`config.mk`:
```
export PLATFORM = sky130hd
export DESIGN_NAME = weight_fetch_ctrl
export DESIGN_NICKNAME = d
export VERILOG_FILES = /design/src/rtl/weight_fetch_ctrl_pkg.sv /design/src/rtl/weight_fetch_ctrl_addr_gen.sv /design/src/rtl/weight_fetch_ctrl.sv
export SDC_FILE = /design/constraint.sdc
export NUM_CORES = 1
export LEC_CHECK = 0
export ABC_CLOCK_PERIOD_IN_PS = 4200
export CAP_MARGIN = 20
export CORE_UTILIZATION = 25
export DETAILED_ROUTE_END_ITERATION = 12
export SLEW_MARGIN = 20
export SYNTH_ARGS = -nofsm -noshare
export SYNTH_HDL_FRONTEND = slang
export SYNTH_SLANG_ARGS = --single-unit
```
`constraint.sdc`:
```
create_clock -name i_clk -period 4.2 [get_ports i_clk]
set_input_delay 1.26 -clock i_clk [delete_from_list [all_inputs] [get_ports i_clk]]
set_output_delay 1.26 -clock i_clk [all_outputs]
set_load 0.01 [all_outputs]
```
`src/rtl/weight_fetch_ctrl_pkg.sv`:
```
// weight_fetch_ctrl_pkg: shared matrix-unit FSM encoding and 8x8 weight-matrix geometry.
package weight_fetch_ctrl_pkg;

    typedef enum logic [2:0] {S_IDLE, S_ORDER, S_FETCH, S_WAIT_ACK, S_FIN} state_t;

    localparam int NUM_BLOCKS    = 4;
    localparam int ROWS_PER_BLK  = 4;
    localparam int LOWER_ROW_OFF = 4;
    localparam int ROW_W         = $clog2(ROWS_PER_BLK);

    // Blocks 3 and 4 come from the lower four matrix rows.
    function automatic logic [3:0] row_off(input logic [3:0] blk);
        return (blk > 4'(NUM_BLOCKS / 2)) ? 4'(LOWER_ROW_OFF) : 4'd0;
    endfunction

endpackage

```
`src/rtl/weight_fetch_ctrl_addr_gen.sv`:
```
// weight_addr_gen: row/block counters, latched matrix base and registered SRAM row address.
module weight_addr_gen
    import weight_fetch_ctrl_pkg::*;
#(
    parameter int ADDR_W = 10
) (
    input  logic              i_clk,
    input  logic              i_rstn,
    input  logic              i_load,
    input  logic              i_next_blk,
    input  logic              i_order,
    input  logic              i_step,
    input  logic [ADDR_W-1:0] i_base,
    output logic [ADDR_W-1:0] o_addr,
    output logic [ROW_W-1:0]  o_row,
    output logic [3:0]        o_blk
);

    logic [ADDR_W-1:0] r_base;
    logic [ADDR_W-1:0] r_addr;
    logic [ROW_W-1:0]  r_row;
    logic [3:0]        r_blk;

    // Additions wrap naturally at ADDR_W bits.
    always_ff @(posedge i_clk) begin
        if (!i_rstn) begin
            r_base <= '0;
            r_addr <= '0;
            r_row  <= '0;
            r_blk  <= '0;
        end else begin
            if (i_load) begin
                r_base <= i_base;
                r_blk  <= 4'd1;
            end
            if (i_next_blk)
                r_blk <= r_blk + 4'd1;
            if (i_order) begin
                r_row  <= '0;
                r_addr <= r_base + ADDR_W'(row_off(r_blk));
            end
            if (i_step) begin
                r_row  <= r_row + ROW_W'(1);
                r_addr <= r_addr + ADDR_W'(1);
            end
        end
    end

    assign o_addr = r_addr;
    assign o_row  = r_row;
    assign o_blk  = r_blk;

endmodule

```
`src/rtl/weight_fetch_ctrl.sv`:
```
// weight_fetch_ctrl: sequences four 4x4 weight-block fetches of an 8x8 matrix from SRAM.
module weight_fetch_ctrl
    import weight_fetch_ctrl_pkg::*;
#(
    parameter int ADDR_W = 10
) (
    input  logic              i_clk,
    input  logic              i_rstn,
    input  logic              i_start,
    input  logic [ADDR_W-1:0] i_w_base,
    input  logic              i_block_ack,
    output logic              o_sram_cs,
    output logic [ADDR_W-1:0] o_sram_addr,
    output logic              o_change_order,
    output logic              o_en_w_r,
    output logic [3:0]        o_w_order_r,
    output logic              o_block_valid,
    output logic              o_busy,
    output logic              o_done
);

    state_t           r_state;
    logic             r_cs;
    logic             r_chg;
    logic             r_en;
    logic             r_bv;
    logic             r_busy;
    logic             r_done;
    logic             w_load;
    logic             w_ack;
    logic             w_last_blk;
    logic             w_last_row;
    logic [ROW_W-1:0] w_row;
    logic [3:0]       w_blk;

    assign w_load     = (r_state == S_IDLE) && i_start;
    assign w_ack      = (r_state == S_WAIT_ACK) && r_bv && i_block_ack;
    assign w_last_blk = (w_blk == 4'(NUM_BLOCKS));
    assign w_last_row = (w_row == ROW_W'(ROWS_PER_BLK - 1));

    weight_addr_gen #(.ADDR_W(ADDR_W)) u_addr_gen (
        .i_clk      (i_clk),
        .i_rstn     (i_rstn),
        .i_load     (w_load),
        .i_next_blk (w_ack && !w_last_blk),
        .i_order    (r_state == S_ORDER),
        .i_step     (r_state == S_FETCH),
        .i_base     (i_w_base),
        .o_addr     (o_sram_addr),
        .o_row      (w_row),
        .o_blk      (w_blk)
    );

    // The first WAIT_ACK cycle still carries the trailing data strobe, so valid rises one cycle later.
    always_ff @(posedge i_clk) begin
        if (!i_rstn) begin
            r_state <= S_IDLE;
            r_cs    <= 1'b0;
            r_chg   <= 1'b0;
            r_en    <= 1'b0;
            r_bv    <= 1'b0;
            r_busy  <= 1'b0;
            r_done  <= 1'b0;
        end else begin
            r_en   <= r_cs;
            r_chg  <= 1'b0;
            r_done <= 1'b0;
            case (r_state)
                S_IDLE: if (i_start) begin
                    r_state <= S_ORDER;
                    r_chg   <= 1'b1;
                    r_busy  <= 1'b1;
                end
                S_ORDER: begin
                    r_state <= S_FETCH;
                    r_cs    <= 1'b1;
                end
                S_FETCH: if (w_last_row) begin
                    r_state <= S_WAIT_ACK;
                    r_cs    <= 1'b0;
                end
                S_WAIT_ACK: begin
                    r_bv <= !w_ack;
                    if (w_ack) begin
                        r_state <= w_last_blk ? S_FIN : S_ORDER;
                        r_chg   <= !w_last_blk;
                        r_done  <= w_last_blk;
                    end
                end
                S_FIN: begin
                    r_state <= S_IDLE;
                    r_busy  <= 1'b0;
                end
                default: r_state <= S_IDLE;
            endcase
        end
    end

    assign o_sram_cs      = r_cs;
    assign o_change_order = r_chg;
    assign o_en_w_r       = r_en;
    assign o_w_order_r    = w_blk;
    assign o_block_valid  = r_bv;
    assign o_busy         = r_busy;
    assign o_done         = r_done;

endmodule

```
==> Yosys cells after proc, flatten, opt, wreduce, memory -nomap -nowiden <==
Index checks and enable logic that the tools add are counted.
{ "totals": {"regBits": 35, "inputBits": 14, "out_inout_bits": 20} }
{ "op_classes": {"n_addsub": 4, "magnitude_cmp": 1, "eq_ne": 9, "mux": 19, "reduce_logical": 14} }
{ "op_table": {"columns": ["cell", "count"], "rows": [
  ["$mux 10", 2],
  ["$mux 3", 5],
  ["$pmux 3 s4", 1],
  ["$add 10x1->10 const B", 1],
  ["$add 10x4->10", 1],
  ["$mux 4", 2],
  ["$eq 3x2->1 const B", 2],
  ["$ne 2x2->1 const B", 3],
  ["$pmux 1 s2", 3],
  ["$reduce_and 3->1", 2],
  ["$reduce_bool 2->1", 3],
  ["$add 4x1->4 const B", 1],
  ["$eq 4x3->1 const B", 1],
  ["$gt 4x2->1 const B", 1],
  ["$logic_and 1x1->1", 4],
  ["$mux 1", 4],
  ["$mux 2", 2],
  ["$reduce_and 2->1", 2],
  ["$eq 3x1->1 const B", 1],
  ["$eq 3x3->1 const B", 1],
  ["$logic_not 3->1", 1],
  ["$add 2x1->2 const B", 1],
  ["$eq 2x2->1 const B", 1],
  ["$logic_not 1->1", 2]
]} }

==> Logic depth before layout (Yosys ltp) <==
{ "depth": {"depth_word": 5, "mapped_depth": 9, "ltp_nobuf": 9} }

==> Hierarchy <==
Synthesis repeated with hierarchy kept, for this count alone.
{ "hier_totals": {"hier_cells": 202, "hier_area_um2": 1819.2} }
{ "modules_own_cells": {"columns": ["module", "n_inst", "cells_per_inst", "area_each_um2"], "rows": [
  ["weight_addr_gen", 1, 160, 1383.8],
  ["weight_fetch_ctrl", 1, 42, 435.4]
]} }

==> Worst setup path after synthesis <==
No wires, ideal clock.
{ "synth_timing": {"path_type": "input to register", "from": "input i_block_ack", "to": "register u_addr_gen.r_blk[3], in the netlist u_addr_gen.o_blk[3]", "setup_time_ns": 0.119, "t_arrival_ns": 1.914, "required_ns": 4.081, "slack_ns": 2.167, "path_stages": 4, "n_path_buf": 0, "path_cell_list": "nand2_1 nor3_2 nand4_1 mux2i_1"} }
{ "synth_between": {"elab_chain_cells": 3} }
{ "synth_lines": {"columns": ["element", "line_no", "rtl"], "rows": [
  ["from (decl)", "weight_fetch_ctrl.sv:11", "input logic i_block_ack,"],
  ["$logic_and 1x1->1 (*)", "weight_fetch_ctrl.sv:37", "assign w_ack = (r_state == S_WAIT_ACK) && r_bv && i_block_ack;"],
  ["$logic_and 1x1->1 (*)", "weight_fetch_ctrl.sv:45", ".i_next_blk (w_ack && !w_last_blk),"],
  ["$mux 4 / $reduce_bool 2->1 (equally long branches)", null, null],
  ["to (signal assigned)", "weight_fetch_ctrl_addr_gen.sv:37", "r_blk <= r_blk + 4'd1;"],
  ["to (decl)", "weight_fetch_ctrl_addr_gen.sv:22", "logic [3:0] r_blk;"]
]} }
Mark *: on every way between the ends. The rest lies on a longest branch, timed or not.
A chain may end at the register's enable or synchronous reset.

==> Worst setup path after layout <==
{ "layout_timing": {"from": "register u_addr_gen.r_addr[4], in the netlist u_addr_gen.o_addr[4]", "to": "output o_sram_addr[4]"} }
{ "layout_rtl": {"columns": ["element", "line_no", "rtl"], "rows": [
  ["from (decl)", "weight_fetch_ctrl_addr_gen.sv:20", "logic [ADDR_W-1:0] r_addr;"],
  ["from (signal assigned)", "weight_fetch_ctrl_addr_gen.sv:40", "r_addr <= r_base + ADDR_W'(row_off(r_blk));"],
  ["from (signal assigned)", "weight_fetch_ctrl_addr_gen.sv:44", "r_addr <= r_addr + ADDR_W'(1);"],
  ["to (decl)", "weight_fetch_ctrl.sv:13", "output logic [ADDR_W-1:0] o_sram_addr,"]
]} }
No word-level cell between the ends.

==> run_results.csv <==
group,metric,value,unit
run_status,status,"completed",
placed_design,io_buffers,33,
power_and_ir_drop,powerDensity,323.3,nW/um^2
timing,finClkSkew,9.533,ps
clock_tree,hold_buffers,0,
synth,syn_nets,229,
global_route,grt_pass1_wl,6617,um
timing,worst_pin_slew,503.7,ps
worst_hold_path,hold_depth,2,
synth,ys_async_sr_fraction,0,%
global_route,grt_overflow,0,
global_route,grt_usage,11.34,%
final_layout,diodes,0,
floorplanning,initial_core_util,26.12,%
final_layout,multi_input_comb_area,988.4,sq um
global_route,grt_max_degree,20,
timing,period_share,62.38,%
final_layout,syn2layout_area_growth,27.56,%
floorplanning,die_w,86.48,um
synth,ys_seq_area_share,39.27,%
detailed_routing,first_pass_iters,4,
timing,tns,0,ps
synth,avgSynthCellArea,8.578,sq um
floorplanning,io_pins,34,
power_and_ir_drop,peakVddDrop,0.1067,mV
timing,hold_violations,0,
timing,rsz0062_at_grt,"no",
timing,timing.final.crit_period,2620,ps
critical_path,crit_type,"register to output pin",
placed_design,hpwl,2987,um
critical_path,critPathTopFamily,"buffers and inverters",
synth,postSynthCellCount,208,
clock_tree,ctsResizeCount,0,
floorplanning,dieArea,7479,sq um
synth,ys.flop_type,"dfxtp_1",
clock_tree,cts_tree,"done",
clock_tree,numCtsBuffers,5,
synth,synth_edf_count,0,
clock_tree,path_clk_slew,70,ps
critical_path,startpoint_type,"register",
clock_tree,htreeDepth,2,
timing,finalSetupViolations,0,
floorplanning,rows,30,
critical_path,critPathMaxFanout,8,
critical_path,crit_required,2940,ps
synth,yosysWarnings,0,
power_and_ir_drop,p_leak,0.0008252,uW
detailed_routing,drc,0,
detailed_routing,wl_per_cell,12.00,um
detailed_routing,ant_nets,0,
clock_tree,cts_setup_buffers,0,
detailed_routing,drt_iter0_markers,104,
final_layout,drive_gt1_share,9.583,%
timing,fmax,381.7,MHz
critical_path,crit_path_max_incr_delay,600,ps
final_layout,ff_latch_area,700.7,sq um
detailed_routing,drt_wl_total,4032,um
synth,ys_ff_latch,35,
power_and_ir_drop,p_total,735.9,uW
critical_path,cp_num_cells,1,
critical_path,cp-end-kind,"output pin",
detailed_routing,vias,1532,
placed_design,place.gp.congestion,0.7580,
final_layout,layoutNonFillerInstCount,336,
clock_tree,root_buffer,"clkbuf_8",
global_route,grt_pass1_vias,1412,
clock_tree,numClockSinks,35,
job,max-cap-violations,0,
floorplanning,core_area,6832,sq um
critical_path,crit_path_top_delay_cell,"clkdlybuf4s50_1",
clock_tree,clk_latency,290,ps
timing,slew_violations,0,
critical_path,ff2ff_path_depth,9,
final_layout,fin_util,33.32,%
critical_path,arrival,1360,ps
floorplanning,dieHeight,86.48,um
critical_path,path_cells,"clkdlybuf4s50_1",
synth,synth_area,1784,sq um
final_layout,fillers,736,
worst_hold_path,hold_class,"register to register",
synth,synthDistinctLibCells,49,
placed_design,dp_cells,329,
clock_tree,cts_buffer_depth,2,
detailed_routing,via_per_inst,4.560,
critical_path,crit_buf_inv,1,
global_route,antenna_found_initial,0,
final_layout,nNetsFinal,261,
timing,maxSlewHeadroom,66.29,%
[report_power, final]
part           total, uW  internal [uW]  leakage [uW]  switching (uW)
Clock                243            129     0.0000470             115
Sequential           375            352      0.000286            23.9
Combinational        117           59.5      0.000492            57.7
[tightest hold or removal path: stages (launching register included)]
cell	delay, ps
dfxtp_1	310
nand2_1	50
a21oi_1	50
[cells in the final DEF (no fill, tap or decap), types with 2 or more instances in the layout]
cell / n
nand2b_1: 2
o21ai_0: 2
nand2_1: 30
and4_1: 2
and2_1: 2
a32oi_1: 3
o211ai_1: 2
o21ai_1: 3
ha_1: 7
clkdlybuf4s50_1: 33
a211oi_2: 2
and3_1: 2
nand3_1: 8
a22oi_1: 2
xor2_1: 3
a21oi_1: 24
buf_4: 3
xnor2_1: 4
clkbuf_8: 6
inv_1: 6
nor2_1: 18
mux2i_1: 3
or3_1: 2
nand4_1: 4
nor3_1: 6
dfxtp_1: 35
nor3_2: 4
[layout make-up]
cell class              count  area share [%]
clock buffers               6           3.628
clock inverters             1          0.2199
inverters                   7           1.154
multi-input cells         155           43.43
flip-flops and latches     35           30.79
well taps                  96           5.278
repair buffers             36           15.50
[cell families (layout without fill, tap and decap cells)]
family                   Yosys count  count (layout)  synth area share [%]
buffers and inverters             18              50                 5.329
XOR/XNOR                           7               7                 3.436
multiplexers                       4               4                 2.314
adder cells (fa/ha/maj)            7               7                 4.909
AND/OR/NAND/NOR                   90              90                 27.91
AO/OA/AOI/OAI                     47              47                 16.83
flip-flops                        35              35                 39.27
[synthesized netlist by cell type, types with 4 or more instances]
| cell type | number | area [sq um] |
|---|---|---|
| nand4_1 | 4 | 25.02 |
| nor3_2 | 4 | 40.04 |
| nor2_1 | 18 | 67.56 |
| nand3_1 | 8 | 40.04 |
| dfxtp_1 | 35 | 700.7 |
| a21oi_1 | 24 | 120.1 |
| buf_2 | 4 | 20.02 |
| nor3_1 | 6 | 30.03 |
| nand2_1 | 30 | 112.6 |
| ha_1 | 7 | 87.58 |
| xnor2_1 | 4 | 35.03 |
| inv_1 | 6 | 22.52 |
[state kept, by name, summed over array words and instances, names as in the netlist]
signal / count
u_addr_gen.o_addr: 10
u_addr_gen.r_base: 10
u_addr_gen.o_blk: 4
r_state: 3
u_addr_gen.o_row: 2
o_block_valid: 1
o_busy: 1
o_change_order: 1
o_done: 1
o_en_w_r: 1
o_sram_cs: 1
[layer usage]
metal | vias up | global-route usage, % | wire length (um)
li1 | 807 | - | -
met4 | 0 | 4.848 | 70
met2 | 27 | 17.60 | 1823
met3 | 6 | 3.524 | 218
met1 | 692 | 14.54 | 1920
met5 | - | 0 | 0
[per-stage QoR]
step / area [sq um] / hold WS [ps] / setup slack [ps]
finish: 2276 / 465.0 / 1580
global route: 2276 / 489.0 / 1513
CTS: 2276 / 464.3 / 1581
detailed placement: 2188 / 454.6 / 1483
global placement: 2188 / 446.9 / 1506
floorplan: 1784 / 436.0 / 2167
[path summary, 6_finish.rpt]
check | from | end | slack [ps]
min | u_addr_gen.r_base[0] | u_addr_gen.r_base[0] | 460
max reg2reg | u_addr_gen.o_blk[0] | u_addr_gen.o_addr[8] | 1860
min reg2reg | u_addr_gen.r_base[0] | u_addr_gen.r_base[0] | 460
max | u_addr_gen.o_addr[4] | o_sram_addr[4] | 1580
(Power assumes the default switching activity.)
